**config.mk**
```make
export PLATFORM = sky130hd
export DESIGN_NAME = spi_cfg_controller_flat
export DESIGN_NICKNAME = d
export VERILOG_FILES = /design/src/rtl/spi_cfg_pkg.sv /design/src/rtl/spi_cfg_controller_if.sv /design/src/rtl/spi_clk_div.sv /design/src/rtl/spi_cfg_controller.sv /design/src/flat_wrapper.sv
export SDC_FILE = /design/constraint.sdc
export NUM_CORES = 1
export LEC_CHECK = 0
export ABC_AREA = 1
export ABC_CLOCK_PERIOD_IN_PS = 5000
export BUFFER_PORTS_ARGS = -buffer_cell sky130_fd_sc_hd__buf_2
export CORE_ASPECT_RATIO = 1.2
export CORE_MARGIN = 2
export CORE_UTILIZATION = 40
export CTS_CLUSTER_DIAMETER = 50
export CTS_CLUSTER_SIZE = 14
export DETAILED_ROUTE_END_ITERATION = 6
export PLACE_DENSITY = 0.63
export SYNTH_ARGS = -nofsm -noshare
export SYNTH_HDL_FRONTEND = slang
export SYNTH_HIERARCHICAL = 1
export SYNTH_SLANG_ARGS = --single-unit
export TNS_END_PERCENT = 100
```
**constraint.sdc**
```tcl
create_clock -name clk -period 5 [get_ports clk]
set_clock_uncertainty 0.15 [all_clocks]
set_input_delay 0 -clock clk [delete_from_list [all_inputs] [get_ports clk]]
set_output_delay 0 -clock clk [all_outputs]
set_load 0.01 [all_outputs]
```
**src/rtl/spi_cfg_pkg.sv**
```systemverilog
// Shared definitions for the SPI configuration write controller.
//   FRAME_W / WRITE_BIT : frame geometry (bit15 = write flag, 14:8 addr, 7:0 data)
//   REG_*               : register-file peripheral addresses 0x00..0x04
//   state_t             : controller frame sequencing states
//   make_frame()        : assemble a write frame from address and data
package spi_cfg_pkg;

  localparam int unsigned FRAME_W   = 16;
  localparam int unsigned WRITE_BIT = 15;

  localparam logic [6:0] REG_EN_OUT_LO = 7'h00;
  localparam logic [6:0] REG_EN_OUT_HI = 7'h01;
  localparam logic [6:0] REG_EN_PWM_LO = 7'h02;
  localparam logic [6:0] REG_EN_PWM_HI = 7'h03;
  localparam logic [6:0] REG_DUTY      = 7'h04;

  typedef enum logic [2:0] {
    IDLE,
    SETUP,
    SHIFT,
    HOLD,
    GAP
  } state_t;

  function automatic logic [FRAME_W-1:0] make_frame(input logic [6:0] addr,
                                                    input logic [7:0] data);
    logic [FRAME_W-1:0] f;
    f            = {1'b0, addr, data};
    f[WRITE_BIT] = 1'b1;
    return f;
  endfunction

endpackage

```
**src/rtl/spi_cfg_controller_if.sv**
```systemverilog
// Requester-side handshake bundle for the SPI configuration controller.
//   reqN_valid : requester N has a write pending
//   reqN_ready : controller accepts requester N this cycle
//   reqN_addr  : 7-bit target register address
//   reqN_data  : 8-bit write data
// master : configuration source side; slave : controller side.
interface spi_cfg_controller_if;

  logic       req0_valid;
  logic       req0_ready;
  logic [6:0] req0_addr;
  logic [7:0] req0_data;
  logic       req1_valid;
  logic       req1_ready;
  logic [6:0] req1_addr;
  logic [7:0] req1_data;

  modport master (
    output req0_valid, req0_addr, req0_data,
    output req1_valid, req1_addr, req1_data,
    input  req0_ready, req1_ready
  );

  modport slave (
    input  req0_valid, req0_addr, req0_data,
    input  req1_valid, req1_addr, req1_data,
    output req0_ready, req1_ready
  );

endinterface

```
**src/rtl/spi_clk_div.sv**
```systemverilog
// SPI clock divider: toggles sclk every CLK_DIV enabled clk cycles.
//   clk, rst_n : system clock, asynchronous active-low reset
//   en         : count enable (controller in SETUP or SHIFT)
//   clr        : restart the half-period count with sclk low
//   sclk       : registered SPI clock level
//   rise, fall : one-cycle strobes in the cycle before sclk rises / falls
module spi_clk_div #(
  parameter int unsigned CLK_DIV = 4
) (
  input  logic clk,
  input  logic rst_n,
  input  logic en,
  input  logic clr,
  output logic sclk,
  output logic rise,
  output logic fall
);

  localparam logic [7:0] DIV_MAX = 8'(CLK_DIV - 1);

  logic [7:0] cnt_q, cnt_d;
  logic       sclk_q, sclk_d;
  logic       tick;

  assign tick = en && !clr && (cnt_q == DIV_MAX);

  always_comb begin
    cnt_d  = cnt_q;
    sclk_d = sclk_q;
    if (clr) begin
      cnt_d  = '0;
      sclk_d = 1'b0;
    end else if (en) begin
      if (tick) begin
        cnt_d  = '0;
        sclk_d = ~sclk_q;
      end else begin
        cnt_d = cnt_q + 8'd1;
      end
    end
  end

  always_ff @(posedge clk or negedge rst_n) begin
    if (!rst_n) begin
      cnt_q  <= '0;
      sclk_q <= 1'b0;
    end else begin
      cnt_q  <= cnt_d;
      sclk_q <= sclk_d;
    end
  end

  assign sclk = sclk_q;
  assign rise = tick && !sclk_q;
  assign fall = tick && sclk_q;

endmodule

```
**src/rtl/spi_cfg_controller.sv**
```systemverilog
// Two-requester SPI (mode 0) write controller for the register-file peripheral.
// Round-robin arbitration; each grant is sent as one 16-bit MSB-first frame.
//   clk, rst_n : system clock, asynchronous active-low reset
//   req        : requester handshake bundle (slave side)
//   busy       : frame in progress
//   grant_id   : requester owning the current / most recent frame
//   done       : one-cycle pulse in the cycle cs_n rises
//   sclk, cs_n, copi : SPI bus
module spi_cfg_controller
  import spi_cfg_pkg::*;
#(
  parameter int unsigned CLK_DIV = 4,
  parameter int unsigned CS_GAP  = 2
) (
  input  logic                 clk,
  input  logic                 rst_n,
  spi_cfg_controller_if.slave  req,
  output logic                 busy,
  output logic                 grant_id,
  output logic                 done,
  output logic                 sclk,
  output logic                 cs_n,
  output logic                 copi
);

  localparam logic [7:0] HOLD_MAX = 8'(CLK_DIV - 1);
  localparam logic [7:0] GAP_MAX  = 8'(CS_GAP - 1);

  state_t               state_q, state_d;
  logic [FRAME_W-1:0]   frame_q, frame_d;
  logic [3:0]           bit_cnt_q, bit_cnt_d;
  logic [7:0]           wait_cnt_q, wait_cnt_d;
  logic                 cs_n_q, cs_n_d;
  logic                 copi_q, copi_d;
  logic                 done_q, done_d;
  logic                 busy_q, busy_d;
  logic                 grant_id_q, grant_id_d;
  logic                 last_grant_q, last_grant_d;

  logic                 any_valid, pick, hs;
  logic                 div_en, div_rise, div_fall;

  // With both requesters pending, the one not served last wins.
  assign any_valid = req.req0_valid || req.req1_valid;
  assign pick      = (req.req0_valid && req.req1_valid) ? ~last_grant_q : req.req1_valid;
  assign hs        = (state_q == IDLE) && any_valid;

  assign req.req0_ready = hs && !pick;
  assign req.req1_ready = hs && pick;

  assign div_en = (state_q == SETUP) || (state_q == SHIFT);

  spi_clk_div #(
    .CLK_DIV (CLK_DIV)
  ) u_clk_div (
    .clk   (clk),
    .rst_n (rst_n),
    .en    (div_en),
    .clr   (hs),
    .sclk  (sclk),
    .rise  (div_rise),
    .fall  (div_fall)
  );

  always_comb begin
    state_d      = state_q;
    frame_d      = frame_q;
    bit_cnt_d    = bit_cnt_q;
    wait_cnt_d   = wait_cnt_q;
    cs_n_d       = cs_n_q;
    copi_d       = copi_q;
    done_d       = 1'b0;
    grant_id_d   = grant_id_q;
    last_grant_d = last_grant_q;

    unique case (state_q)
      IDLE: begin
        if (hs) begin
          frame_d      = pick ? make_frame(req.req1_addr, req.req1_data)
                              : make_frame(req.req0_addr, req.req0_data);
          grant_id_d   = pick;
          last_grant_d = pick;
          bit_cnt_d    = '0;
          cs_n_d       = 1'b0;
          copi_d       = frame_d[FRAME_W-1];
          state_d      = SETUP;
        end
      end
      SETUP: begin
        if (div_rise) state_d = SHIFT;
      end
      SHIFT: begin
        // frame_q is shifted left each falling edge so bit 14 is always next.
        if (div_fall) begin
          if (bit_cnt_q == 4'd15) begin
            bit_cnt_d  = '0;
            wait_cnt_d = '0;
            state_d    = HOLD;
          end else begin
            bit_cnt_d = bit_cnt_q + 4'd1;
            copi_d    = frame_q[FRAME_W-2];
            frame_d   = frame_q << 1;
          end
        end
      end
      HOLD: begin
        if (wait_cnt_q == HOLD_MAX) begin
          wait_cnt_d = '0;
          cs_n_d     = 1'b1;
          copi_d     = 1'b0;
          done_d     = 1'b1;
          state_d    = GAP;
        end else begin
          wait_cnt_d = wait_cnt_q + 8'd1;
        end
      end
      GAP: begin
        if (wait_cnt_q == GAP_MAX) begin
          wait_cnt_d = '0;
          state_d    = IDLE;
        end else begin
          wait_cnt_d = wait_cnt_q + 8'd1;
        end
      end
      default: state_d = IDLE;
    endcase

    busy_d = (state_d != IDLE);
  end

  always_ff @(posedge clk or negedge rst_n) begin
    if (!rst_n) begin
      state_q      <= IDLE;
      frame_q      <= '0;
      bit_cnt_q    <= '0;
      wait_cnt_q   <= '0;
      cs_n_q       <= 1'b1;
      copi_q       <= 1'b0;
      done_q       <= 1'b0;
      busy_q       <= 1'b0;
      grant_id_q   <= 1'b0;
      last_grant_q <= 1'b1;
    end else begin
      state_q      <= state_d;
      frame_q      <= frame_d;
      bit_cnt_q    <= bit_cnt_d;
      wait_cnt_q   <= wait_cnt_d;
      cs_n_q       <= cs_n_d;
      copi_q       <= copi_d;
      done_q       <= done_d;
      busy_q       <= busy_d;
      grant_id_q   <= grant_id_d;
      last_grant_q <= last_grant_d;
    end
  end

  assign cs_n     = cs_n_q;
  assign copi     = copi_q;
  assign done     = done_q;
  assign busy     = busy_q;
  assign grant_id = grant_id_q;

endmodule
```
**src/flat_wrapper.sv**
```systemverilog
// flat-port wrapper written by rule: the top's interface ports become plain ports
module spi_cfg_controller_flat import spi_cfg_pkg::*;
#(
  parameter int unsigned CLK_DIV = 4,
  parameter int unsigned CS_GAP  = 2
)
  (clk, rst_n, busy, grant_id, done, sclk, cs_n, copi, req_req0_valid, req_req0_addr, req_req0_data, req_req1_valid, req_req1_addr, req_req1_data, req_req0_ready, req_req1_ready);
  spi_cfg_controller_if req_i ();
  input  logic clk;
  input  logic rst_n;
  output logic busy;
  output logic grant_id;
  output logic done;
  output logic sclk;
  output logic cs_n;
  output logic copi;
  input wire logic [$bits(req_i.req0_valid)-1:0] req_req0_valid;
  input wire logic [$bits(req_i.req0_addr)-1:0] req_req0_addr;
  input wire logic [$bits(req_i.req0_data)-1:0] req_req0_data;
  input wire logic [$bits(req_i.req1_valid)-1:0] req_req1_valid;
  input wire logic [$bits(req_i.req1_addr)-1:0] req_req1_addr;
  input wire logic [$bits(req_i.req1_data)-1:0] req_req1_data;
  output wire logic [$bits(req_i.req0_ready)-1:0] req_req0_ready;
  output wire logic [$bits(req_i.req1_ready)-1:0] req_req1_ready;
  assign req_i.req0_valid = req_req0_valid;
  assign req_i.req0_addr = req_req0_addr;
  assign req_i.req0_data = req_req0_data;
  assign req_i.req1_valid = req_req1_valid;
  assign req_i.req1_addr = req_req1_addr;
  assign req_i.req1_data = req_req1_data;
  assign req_req0_ready = req_i.req0_ready;
  assign req_req1_ready = req_i.req1_ready;
  spi_cfg_controller #(.CLK_DIV(CLK_DIV), .CS_GAP(CS_GAP)) u_core (.clk(clk), .rst_n(rst_n), .req(req_i), .busy(busy), .grant_id(grant_id), .done(done), .sclk(sclk), .cs_n(cs_n), .copi(copi));
endmodule
```
# Word level (Yosys, flattened, before mapping)
# Cells that the tools add are included.
[op_classes]
mul = 0
n_eq_ne = 13
addsub = 3
mux = 38
shift = 0
reduce_logical = 28
n_bitwise = 2
n_div = 0
n_lt_le_gt_ge = 0
[ops]
columns = ["op", "count"]
rows = [
  ["$mux W15", 4],
  ["$mux W8", 7],
  ["$pmux W15 S2", 1],
  ["$pmux W8 S3", 1],
  ["$mux W3", 6],
  ["$add A8 B1 Y8 const B", 2],
  ["$eq A8 B2 Y1 const B", 2],
  ["$pmux W3 S5", 1],
  ["$mux W1", 12],
  ["$mux W4", 3],
  ["$reduce_and A3 Y1", 3],
  ["$reduce_bool A3 Y1", 3],
  ["$eq A8 B1 Y1 const B", 1],
  ["$logic_and A1 B1 Y1", 8],
  ["$pmux W4 S2", 1],
  ["$reduce_bool A2 Y1", 4],
  ["$eq A3 B2 Y1 const B", 2],
  ["$ne A2 B1 Y1 const B", 3],
  ["$reduce_and A5 Y1", 1],
  ["$add A4 B1 Y4 const B", 1],
  ["$eq A4 B4 Y1 const B", 1],
  ["$ne A2 B2 Y1 const B", 2],
  ["$reduce_and A2 Y1", 2],
  ["$reduce_and A4 Y1", 1],
  ["8 further kinds", 12],
]
[totals]
output_inout_bits = 8
ram_bits = 0
word_cells = 96
ff_bits = 45
inputBits = 34
rom_bits = 0
latch_bits = 0
memories = 0

# Depth between registers and ports, before layout
[logic_depth]
word_depth = 9
depth_mapped = 17
mapped_depth_nobuf = 15

# By module
# Netlist, hierarchy kept.
[modules_own_cells]
columns = ["mod", "n_inst", "seq_area_each_um2", "cells_per_inst", "area_each_um2"]
rows = [
  ["spi_cfg_controller", 1, 903.4, 334, 2348.5],
  ["spi_clk_div", 1, 225.2, 78, 565.5],
]

# Least setup slack after synthesis
# OpenSTA, ideal clock, no wires.
[synth_timing]
kind = "register to register"
start = "reg u_core.state_q[0]"
end = "reg u_core.wait_cnt_q[0]"
arrival_time_ns = 2.132
path_stages_with_launch = 15
required_ns = 4.726
setup_time_ns = 0.124
setup_slack_ns = 2.593
path_buffers = 2
synth_period_minus_slack_ns = 2.407
cell_sequence = "dfrtp_1 > nor2_4 > nand2_4 > buf_6 > buf_6 > nand2_1 > nand2_1 > inv_1 > nand3_2 > nor3_1 > inv_1 > o21ai_0 > nand2_1 > nand2_1 > nand3_1"
[synth_via]
elab_cells_between_ends = 16
classes_between = "eq/ne (6); mux (1); reduce/logical (9)"
[synth_rtl]
columns = ["item", "line_no", "source"]
rows = [
  ["start, declared", "spi_cfg_controller.sv:29", "state_t state_q, state_d;"],
  ["start signal, assigned", "spi_cfg_controller.sv:144", "state_q <= state_d;"],
  ["$eq A3 B1 Y1 / $eq A3 B2 Y1 (equally long branches)", "spi_cfg_controller.sv:51", "assign div_en = (state_q == SETUP) || (state_q == SHIFT);"],
  ["$logic_or A1 B1 Y1 (*)", "spi_cfg_controller.sv:51", ""],
  ["net u_core.div_en", "spi_cfg_controller.sv:41", "logic div_en, div_rise, div_fall;"],
  ["$logic_and A1 B1 Y1 (*) (2 in a row)", "spi_clk_div.sv:25", "assign tick = en && !clr && (cnt_q == DIV_MAX);"],
  ["$logic_and A1 B1 Y1 (*)", "spi_clk_div.sv:55", "assign fall = tick && sclk_q;"],
  ["net u_core.div_fall", "spi_cfg_controller.sv:41", ""],
  ["$ne A2 B1 Y1 (no source line) (*)", "n/a", ""],
  ["$reduce_and A3 Y1 (no source line) (*)", "n/a", ""],
  ["end signal, assigned", "spi_cfg_controller.sv:147", "wait_cnt_q <= wait_cnt_d;"],
  ["end, declared", "spi_cfg_controller.sv:32", "logic [7:0] wait_cnt_q, wait_cnt_d;"],
]
# The timed path passes the listed nets; every way through them passes the cells marked *.
# A chain may end at the register's enable or synchronous reset.

# Worst setup path after layout
[layout_timing]
start = "reg u_core.last_grant_q"
end = "reg u_core.frame_q[14]"
[layout_via]
elab_chain_len = 5
[layout_rtl]
columns = ["item", "line_no", "source"]
rows = [
  ["start, declared", "spi_cfg_controller.sv:38", "logic last_grant_q, last_grant_d;"],
  ["start signal, assigned", "spi_cfg_controller.sv:153", "last_grant_q <= last_grant_d;"],
  ["$not A1 Y1", "spi_cfg_controller.sv:45", "assign pick = (req.req0_valid && req.req1_valid) ? ~last_grant_q : req.req1_valid;"],
  ["$mux W1", "spi_cfg_controller.sv:45", ""],
  ["$mux W15", "spi_cfg_controller.sv:79", "frame_d = pick ? make_frame(req.req1_addr, req.req1_data)"],
  ["$mux W15", "spi_cfg_controller.sv:78", "if (hs) begin"],
  ["$pmux W15 S2", "spi_cfg_controller.sv:76", "unique case (state_q)"],
  ["end signal, assigned", "spi_cfg_controller.sv:145", "frame_q <= frame_d;"],
  ["end, declared", "spi_cfg_controller.sv:30", "logic [FRAME_W-1:0] frame_q, frame_d;"],
]
# Every way passes these cells. The select of a mux whose other input is x is not followed.

==> results.txt <==
----------------------------------------------------
[Timing]
  TNS Setup ... 0 ns
  Worst rel slew slack ... 0.327
  Final critical path time including I/O delays and setup ... 2.68 ns
  Final hold vios ... 0
  Final Max Tran Viols ... 0
  Crit share post-route ... 0.536
  Worst-Margin Slew ... 1.01 ns
  RSZ-0062 raised after global routing ... no
  Total of endpoints with negative setup slack in the final report ... 0
  Maximum clock frequency ... around 370 MHz
  Worst hold margin ... roughly 0.0042 ns

[Power and ir drop]
  Internal portion of total power ... about 0.00088 W
  Portion of total power attributed to sequential cells ... 0.383
  Switching Power ... slightly above 0.0006 W
  Net switching share of the total power ... 0.411
  Power density of the placed cells ... between 400 and 500 mW/mm2
  Leakage power figure ... approximately 2.0 nW
  IR Drop Worst-Case VDD ... 194 uV
  Total power ... 0.00150 W
  Part of the total power dissipated in the clock network ... 0.192
  Proportion of power drawn by combinational gates ... 0.424

[Detailed routing]
  Post-detailed-route via-to-cell ratio ... just under 5
  Routed WL per cell ... around 12 um
  Number of DRC violations after detailed-routing iteration 0 ... between 100 and 150
  Via total after detailed routing ... around 2700
  DRC violations left ... 0
  First-pass iteration count of the detailed router ... 5
  Routed wire length ... approximately 6.8 mm
  Post-DRT Antenna Nets ... 0

[Clocking]
  Number of CTS-inserted buffers ... 5
  CTS-repair resized insts ... 0
  Hold-fix buffers, CTS ... 27
  Clock Sinks ... between 40 and 50
  H-tree depth reported by CTS ... 2
  Clock latency at the later pin of the worst-skew pair ... around 0.30 ns
  Post CTS Setup Buffer Count ... 0
  CTS clock-pin slew for the worst setup and hold paths ... 0.09 ns
  Maximum buffer depth of the clock tree ... 2
  Cell at the root of the clock tree ... sky130_fd_sc_hd__clkbuf_8
  TritonCTS clock tree ... yes

[Setup path]
  Crit start category ... register
  Reg2reg setup slack ... approximately 2.3 ns
  Worst endpoint required time ... approximately 5.0 ns
  Origin of the worst setup path ... u_core/last_grant_q
  Critical path fanouts, max ... 17
  Crit Reg-Reg Startpoint ... u_core/last_grant_q
  Arr. time, crit path ... about 2.7 ns
  Element type at the critical path end ... register
  Crit Path Category ... register to register

[Worst hold path]
  Worst hold-check path type ... primary input to register
  Beginning of the worst hold path ... req_req1_addr[0]

[Floorplanning]
  Number of cell rows ... 34
  Height of the chip ... roughly 100 um
  Initial Util ... 0.408
  X dimension of the die ... about 82 um
  Total die area ... between 0.007 and 0.008 mm2
  CORE AREA ... about 0.007 mm2
  Boundary pin count ... between 40 and 50

[Logic synthesis]
  Mapped Cells ... 412
  Yosys warnings ... 6
  Top-area cell type share of the netlist area ... 0.369
  Count of state elements after synthesis ... 45
  Post-synth top area cell ... sky130_fd_sc_hd__dfrtp_1
  Part of the Yosys area used for sequential elements ... 0.387
  Cell Area, Synth ... approximately 0.003 mm2
  Synth area leaders ... sky130_fd_sc_hd__dfrtp_1 37%, sky130_fd_sc_hd__nand2_1 19%, sky130_fd_sc_hd__inv_1 7.6%
  Number of unique standard cell types used by synthesis ... 32
  Syn_nets ... between 400 and 500
  Mean cell area of the mapped netlist ... approximately 7 um2

[Placement]
  Area after DPL ... 0.00315 mm2
  Routability cong. ... 0.806
  Final HPWL from detailed placement ... between 4 and 5 mm
  Buffers added on ports ... between 40 and 50

[Final layout]
  Post-layout nets ... roughly 520
  Final cell utilization of the core ... 0.495
  P&R area growth vs syn ... 21.3%
  Antenna diode count ... 0
  Final Instance Area ... 0.00353 mm2
  Most used cells in the layout excluding fill and tap cells ... 150 x sky130_fd_sc_hd__nand2_1, 59 x sky130_fd_sc_hd__inv_1, 43 x sky130_fd_sc_hd__dfrtp_1
  Leading cell type in the layout, fill and taps excluded ... sky130_fd_sc_hd__nand2_1
  Fraction of layout cells with a size suffix above 1 ... 0.169

[Global route]
  Wire length of the first global-routing pass ... about 11 mm
  Initial antenna violation count ... 0
  Global route overflow ... 0
  Gr usage total ... 0.179
  Number of global-route vias before repair ... about 2600
  Largest net degree at the start of global routing ... 46

[Outcome]
  Result of the run ... completed

[Job]
  Max-capacitance violation count ... 0

----------------------------------------------------
-- area by class of cell --
class,count,area [um2]
fillers,735,3610
multi-input cells,293,1450
flip-flops and latches,45,1130
repair buffers,68,475
inverters,64,250
well taps,90,113
clock buffers,7,86.3
clock inverters,1,30.0
-- per-layer routing --
| layer | global-route usage | wire length (um) |
|---|---|---|
| met1 | 0.222 | 3080 |
| met2 | 0.306 | 3370 |
| met3 | 0.0307 | 242 |
| met4 | 0.0615 | 118 |
| met5 | 0 | 0 |
-- sequential cells by signal, indices dropped and copies added (netlist names), 3 cells and up --
signal and count:
u_core/frame_q 15, u_core/u_clk_div/cnt_q 8, u_core/wait_cnt_q 8, u_core/bit_cnt_q 4, u_core/state_q 3
-- Yosys cell counts, drive strengths merged --
library cell  count
o21ai            13
buf               8
xor2              5
inv              64
ha                5
nor2             36
dfstp             2
nand3            39
nand4             7
clkbuf            2
nand2           161
dfrtp            43
o21bai            2
xnor2             1
a21oi             2
nor3              3
nand3b           15
o211ai            4
-- through the flow --
stage	setup WS [ns]	cells
floorplan	2.59	412
global placement	2.46	533
detailed placement	2.31	533
CTS	2.30	568
global route	2.07	568
finish	2.32	568
-- path summary, 6_finish.rpt --
| check | to | cells past startpoint |
|---|---|---|
| min in group asynchronous | u_core/frame_q[2] | 2 |
| hold / removal | u_core/frame_q[8] | 6 |
| setup reg to reg | u_core/frame_q[14] | 8 |
| max in group asynchronous | u_core/wait_cnt_q[4] | 2 |
| hold reg to reg | u_core/last_grant_q | 2 |
| setup / recovery | u_core/frame_q[14] | 8 |
-- worst max-delay path, stage by stage, from the launching register on --
cell,delay (ns)
sky130_fd_sc_hd__dfstp_2,0.54
sky130_fd_sc_hd__nand2_1,0.32
sky130_fd_sc_hd__nand2_1,0.59
sky130_fd_sc_hd__nand2_1,0.11
sky130_fd_sc_hd__nand3_1,0.09
sky130_fd_sc_hd__dlygate4sd3_1,0.55
sky130_fd_sc_hd__nand2_1,0.06
sky130_fd_sc_hd__nand2_1,0.06
sky130_fd_sc_hd__o21ai_0,0.08
-- power groups by stage --
stage | Clock, W | Combinational (W) | Sequential, W
global route | 0.000310 | 0.000728 | 0.000592
floorplan | 0 | 0.000478 | 0.000571
finish | 0.000288 | 0.000637 | 0.000575
CTS | 0.000297 | 0.000639 | 0.000575
detailed placement | 0 | 0.000594 | 0.000580
global placement | 0 | 0.000585 | 0.000578
-- cell families after synthesis --
kind of cell | synth area share
flip-flops | 0.387
AO/OA/AOI/OAI | 0.0477
adder cells (fa/ha/maj) | 0.0215
AND/OR/NAND/NOR | 0.411
buffers and inverters | 0.115
XOR/XNOR | 0.0180
No activity file was read; power rests on OpenSTA's default activity.
